[src/rtl/io_map_pkg.sv]
// I/O-space address map shared by the switch input port and the output-port decode.
// Latency: n/a (constants and pure functions only).
// Backpressure: n/a.
package io_map_pkg;

    // Board switch count and the width of each presented input port.
    localparam int NUM_SW = 16;
    localparam int PORT_W = 8;

    // Word offsets decoded from addr[7:2].
    localparam logic [5:0] IO_IN0 = 6'h30;
    localparam logic [5:0] IO_IN1 = 6'h31;
    localparam logic [5:0] IO_CHG = 6'h32;
    localparam logic [5:0] IO_RAW = 6'h33;

    // Which register a read selects; SEL_NONE reads back as zero.
    typedef enum logic [2:0] {
        SEL_NONE = 3'd0,
        SEL_IN0  = 3'd1,
        SEL_IN1  = 3'd2,
        SEL_CHG  = 3'd3,
        SEL_RAW  = 3'd4
    } io_sel_e;

    // Map a word offset onto a register select.
    function automatic io_sel_e io_decode(input logic [5:0] off);
        io_sel_e sel;
        case (off)
            IO_IN0:  sel = SEL_IN0;
            IO_IN1:  sel = SEL_IN1;
            IO_CHG:  sel = SEL_CHG;
            IO_RAW:  sel = SEL_RAW;
            default: sel = SEL_NONE;
        endcase
        return sel;
    endfunction

    // Zero-extend a byte onto the 32-bit data bus.
    function automatic logic [31:0] zext8(input logic [7:0] v);
        return {24'b0, v};
    endfunction

    // Zero-extend a half-word onto the 32-bit data bus.
    function automatic logic [31:0] zext16(input logic [15:0] v);
        return {16'b0, v};
    endfunction

endpackage

[src/rtl/debounce_bit.sv]
// One switch bit: 2-flop synchronizer, stability counter and accepted level.
// Latency: 2 + DEBOUNCE_CYCLES clocks from a held pin level to stable.
// Backpressure: none; toggle is a single-cycle pulse on the accepting edge.
module debounce_bit #(
    parameter int DEBOUNCE_CYCLES = 250000,
    parameter int CNT_W           = $clog2(DEBOUNCE_CYCLES + 1)
) (
    input  logic clk,
    input  logic reset,
    input  logic pin,
    output logic stable,
    output logic toggle
);

    // Count value reached on the edge that accepts the new level.
    localparam logic [CNT_W-1:0] CNT_LAST = CNT_W'(DEBOUNCE_CYCLES - 1);

    logic             sync_q1;
    logic             sync_q2;
    logic [CNT_W-1:0] cnt;
    logic             differs;
    logic             accept;

    // Synchronized level disagrees with the accepted one.
    assign differs = sync_q2 ^ stable;

    // Enough consecutive disagreeing cycles have been seen: accept on this edge.
    assign accept = differs && (cnt == CNT_LAST);

    // The toggle pulse lines up with the stable update so flags set on the same edge.
    assign toggle = accept;

    // Two-stage synchronizer for the asynchronous pin.
    always_ff @(posedge clk or posedge reset) begin
        if (reset) begin
            sync_q1 <= 1'b0;
            sync_q2 <= 1'b0;
        end else begin
            sync_q1 <= pin;
            sync_q2 <= sync_q1;
        end
    end

    // Count disagreeing cycles; any agreement restarts, acceptance also restarts.
    always_ff @(posedge clk or posedge reset) begin
        if (reset) begin
            cnt    <= '0;
            stable <= 1'b0;
        end else if (!differs) begin
            cnt <= '0;
        end else if (accept) begin
            stable <= sync_q2;
            cnt    <= '0;
        end else begin
            cnt <= cnt + CNT_W'(1);
        end
    end

endmodule

[src/rtl/sw_in_port_ctrl.sv]
// Debounced board switches presented as memory-mapped input ports with read-to-clear edge flags.
// Latency: pin to stable 2 + DEBOUNCE_CYCLES clocks; rdata combinational from addr.
// Backpressure: none; every read completes in the cycle addr is presented.
module sw_in_port_ctrl
    import io_map_pkg::*;
#(
    parameter int DEBOUNCE_CYCLES = 250000,
    parameter int CNT_W           = $clog2(DEBOUNCE_CYCLES + 1)
) (
    input  logic        clk,
    input  logic        reset,
    input  logic [15:0] sw,
    input  logic [31:0] addr,
    input  logic        rd,
    output logic [31:0] rdata,
    output logic [31:0] in_port0,
    output logic [31:0] in_port1,
    output logic        irq
);

    logic [NUM_SW-1:0] stable;
    logic [NUM_SW-1:0] toggle;
    logic [NUM_SW-1:0] chg;
    io_sel_e           sel;
    logic              chg_clr;

    // Only addr[7:2] takes part in the decode; the remaining bits are don't-care.
    logic addr_unused;
    assign addr_unused = ^{addr[31:8], addr[1:0]};

    // One debouncer per switch; each reports its own acceptance pulse.
    for (genvar g = 0; g < NUM_SW; g++) begin : g_bit
        debounce_bit #(
            .DEBOUNCE_CYCLES (DEBOUNCE_CYCLES),
            .CNT_W           (CNT_W)
        ) u_db (
            .clk    (clk),
            .reset  (reset),
            .pin    (sw[g]),
            .stable (stable[g]),
            .toggle (toggle[g])
        );
    end

    assign sel      = io_decode(addr[7:2]);
    assign chg_clr  = rd && (sel == SEL_CHG);
    assign in_port0 = zext8(stable[PORT_W-1:0]);
    assign in_port1 = zext8(stable[NUM_SW-1:PORT_W]);
    assign irq      = |chg;

    // Change flags: a read of the flag register clears, a same-edge toggle keeps its bit set.
    always_ff @(posedge clk or posedge reset) begin
        if (reset) begin
            chg <= '0;
        end else begin
            chg <= (chg & ~{NUM_SW{chg_clr}}) | toggle;
        end
    end

    // Read mux; the flag register shows its pre-clear value during the clearing read.
    always_comb begin
        rdata = '0;
        case (sel)
            SEL_IN0:  rdata = in_port0;
            SEL_IN1:  rdata = in_port1;
            SEL_CHG:  rdata = zext16(chg);
            SEL_RAW:  rdata = zext16(stable);
            default:  rdata = '0;
        endcase
    end

endmodule

[config.mk]
export PLATFORM = sky130hd
export DESIGN_NAME = sw_in_port_ctrl
export DESIGN_NICKNAME = d
export VERILOG_FILES = /design/src/rtl/io_map_pkg.sv /design/src/rtl/debounce_bit.sv /design/src/rtl/sw_in_port_ctrl.sv
export SDC_FILE = /design/constraint.sdc
export NUM_CORES = 1
export LEC_CHECK = 0
export ABC_AREA = 1
export CELL_PAD_IN_SITES_DETAIL_PLACEMENT = 0
export CELL_PAD_IN_SITES_GLOBAL_PLACEMENT = 1
export CORE_MARGIN = 2
export CORE_UTILIZATION = 44
export CTS_CLUSTER_SIZE = 12
export DETAILED_ROUTE_END_ITERATION = 8
export HOLD_SLACK_MARGIN = 0.1
export PLACE_DENSITY_LB_ADDON = 0.12
export SLEW_MARGIN = 10
export SYNTH_ARGS = -nofsm -noshare
export SYNTH_HDL_FRONTEND = slang
export SYNTH_HIERARCHICAL = 1
export SYNTH_SLANG_ARGS = --single-unit
export TNS_END_PERCENT = 1
[constraint.sdc]
create_clock -name clk -period 1.6 [get_ports clk]
set_input_delay 0.32 -clock clk [delete_from_list [all_inputs] [get_ports clk]]
set_output_delay 0.32 -clock clk [all_outputs]
set_load 0.005 [all_outputs]
==> metrics.txt <==
drt drc=0; Tot GR Track Use=19.71%; antenna violations before repair=0; DIE HEIGHT=214.0 um; Mapped Area=19400 sq um; FILL cells=4098; TritonCTS clock tree=yes; worst vdd ir=0.7927 mV; post-synthesis sequential area ratio=45.40%; vias in the first global route=15250; area occupied by multi-input gates=9593 sq um; FP Rows=76; first-pass GRT wire length=74850 um; post-route setup slack=-266.6 ps; Min-Delay Path Class=primary input to flip-flop; # port buffers=57; Core Area=43270 sq um; Critical Path Start Type=flip-flop; routed vias/inst=4.655; placed cell area=21300 sq um; kind of critical path=flip-flop to output pin; WL per Instance=13.38 um; Die ar.=45790 sq um; Starting Density=44.84%; Synth Area per Inst=7.944 sq um; CP required=1280 ps; TritonCTS Buffers=43; IO Count=148; pin count of the biggest net entering global routing=22; Yosys Warn Count=6; H-Tree Level Count=2; TritonCTS Sinks=352; share of layout cells above drive strength 1=18.59%; max-cap viol count=0; dominant cells by area after synthesis=dfrtp_1, nor2_1, nand2_1, xor2_1, inv_1; Cells after Synth=2442; via count=15240; crit path max fanout=2; Clk pin slew, worst setup/hold paths=60 ps; cell area after layout=23150 sq um; Post-Route WL=43800 um; Area Growth Syn to Fin=19.32%; RSZ-0062 raised after global routing=yes; Power, Total=21.33 mW; cell taking the most area after synthesis=dfrtp_1; Yosys reg bits=352; final hold violations=0; TritonRoute pass-1 iters=5; register area=8817 sq um; Root Buffer=clkbuf_16; total congestion overflow=0; NumNets Final=2723; CTS Buffer Depth=3; Final Cycle Share=116.7%; Layout Skew=17.61 ps; post-DP HPWL=31710 um; Routed Antenna Nets=0; latest clock arrival within the worst-skew pair=560 ps; Final Wtd Congestion=0.8472; drt initial violations=853; Netlist cell types=27; Crit. End Element=output pin; outcome=complete, but fails checks; diode count=0; Final setup viols=17; post-layout min period=1867 ps; Fmax achieved=535.7 MHz; CP Data Arrival Time=1550 ps; Die Wd=214.0 um; PwrDens=921.5 nW/um^2; max-slew violation count=0; LEAKAGE=9.779 nW; failing checks=negative setup slack; Synth top area share=45.40%
-- cell usage in the layout, fill, tap and decap left out, types with 17 or more instances in the layout --
cell,netlist,routed
inv_1,230,228
xnor2_1,80,80
clkbuf_16,0,45
o21ai_0,32,32
buf_6,1,17
nor2_2,96,104
conb_1,1,64
nand2_4,16,17
xor2_1,112,112
nor2_1,618,610
nor2_4,34,34
nand4_1,26,26
clkdlybuf4s50_1,0,18
buf_4,66,87
dfrtp_1,352,345
buf_12,0,17
nand2_1,436,432
nand3_1,146,140
nand2_2,80,83
-- path summary, 6_finish.rpt --
kind | endpoint | depth (start not counted) | startpoint | slack (ps)
max reg2reg | g_bit[11].u_db/cnt[4] | 8 | g_bit[11].u_db/stable | 80
max | irq | 4 | chg[4] | -270
min in group asynchronous | g_bit[6].u_db/stable | 3 | reset | 240
min reg2reg | g_bit[9].u_db/sync_q2 | 0 | g_bit[9].u_db/sync_q1 | 340
max in group asynchronous | g_bit[6].u_db/cnt[5] | 4 | reset | 1020
min | g_bit[15].u_db/sync_q1 | 1 | sw[15] | 190
-- critical path, cell delays in order (launching register included) --
cell and delay, ps:
dfrtp_1 400, nor2_1 100, nand4_1 100, or2_4 260, buf_6 130
-- sequential cells by signal (all words and copies together), names as in the netlist --
name	count
g_bit.u_db/cnt	288
chg	16
g_bit.u_db/stable	16
g_bit.u_db/sync_q1	16
g_bit.u_db/sync_q2	16
-- layout make-up --
type / instances / area share (%)
tap: 585 / 3.162
clock buffer: 56 / 5.303
sequential: 352 / 38.09
clock inverter: 22 / 1.568
inverter: 231 / 3.746
timing repair buffer: 173 / 6.686
multi-input combinational: 1855 / 41.44
-- per-stage QoR --
stage                     setup TNS (ps)  cells  setup WS (ps)  utilization, %  hold WS (ps)
final                              -2610   3274         -266.6           53.50         192.9
after global routing               -3368   3274         -340.2           53.50         166.7
after CTS                          -3752   3273         -312.8           53.43         154.8
after detailed placement          -18410   3170         -895.2           49.22         334.7
after global placement            -17650   3170         -843.8           49.22         331.7
after floorplan                        0   2505          267.8               -         233.7
-- report_power, final --
group          internal (mW)  total [mW]  switching (mW)
logic                  0.455        1.17           0.713
clock network           7.00        10.9            3.89
registers               9.12        9.27           0.155
-- synth_stat cells, drive strengths merged --
cell / instances
nand4: 27
inv: 231
buf: 67
dfrtp: 352
or2: 1
nor3: 17
nand2: 532
o21ai: 48
and2: 16
nand3: 162
ha: 16
conb: 1
nor3b: 16
xnor2: 80
a21oi: 16
nor2: 748
xor2: 112
-- per-layer routing --
layer	wire length [um]	vias up	global-route usage, %
met5	0	-	0
met4	1326	0	7.413
met3	1714	77	3.437
met2	20040	194	31.55
met1	20710	7106	26.79
li1	-	7864	-
-- logic make-up after synthesis --
| group | count (synthesis) | synth area share [%] |
|---|---|---|
| and+or+nand+nor | 1519 | 36.14 |
| DFF | 352 | 45.40 |
| buffers and inverters | 298 | 7.082 |
| xor gates and xnor gates | 192 | 8.668 |
| AOI/OAI and AO/OA | 64 | 1.651 |
| adders and majority gates | 16 | 1.032 |
| other | 1 | 0.01933 |
-- timing repair --
action,4_1_cts,5_1_grt
hold buffers,0,0
gates resized for setup,145,41
pin swaps,12,12
setup endpoints to repair,33,128
setup buffers,25,1
No activity file was read; power rests on OpenSTA's default activity.
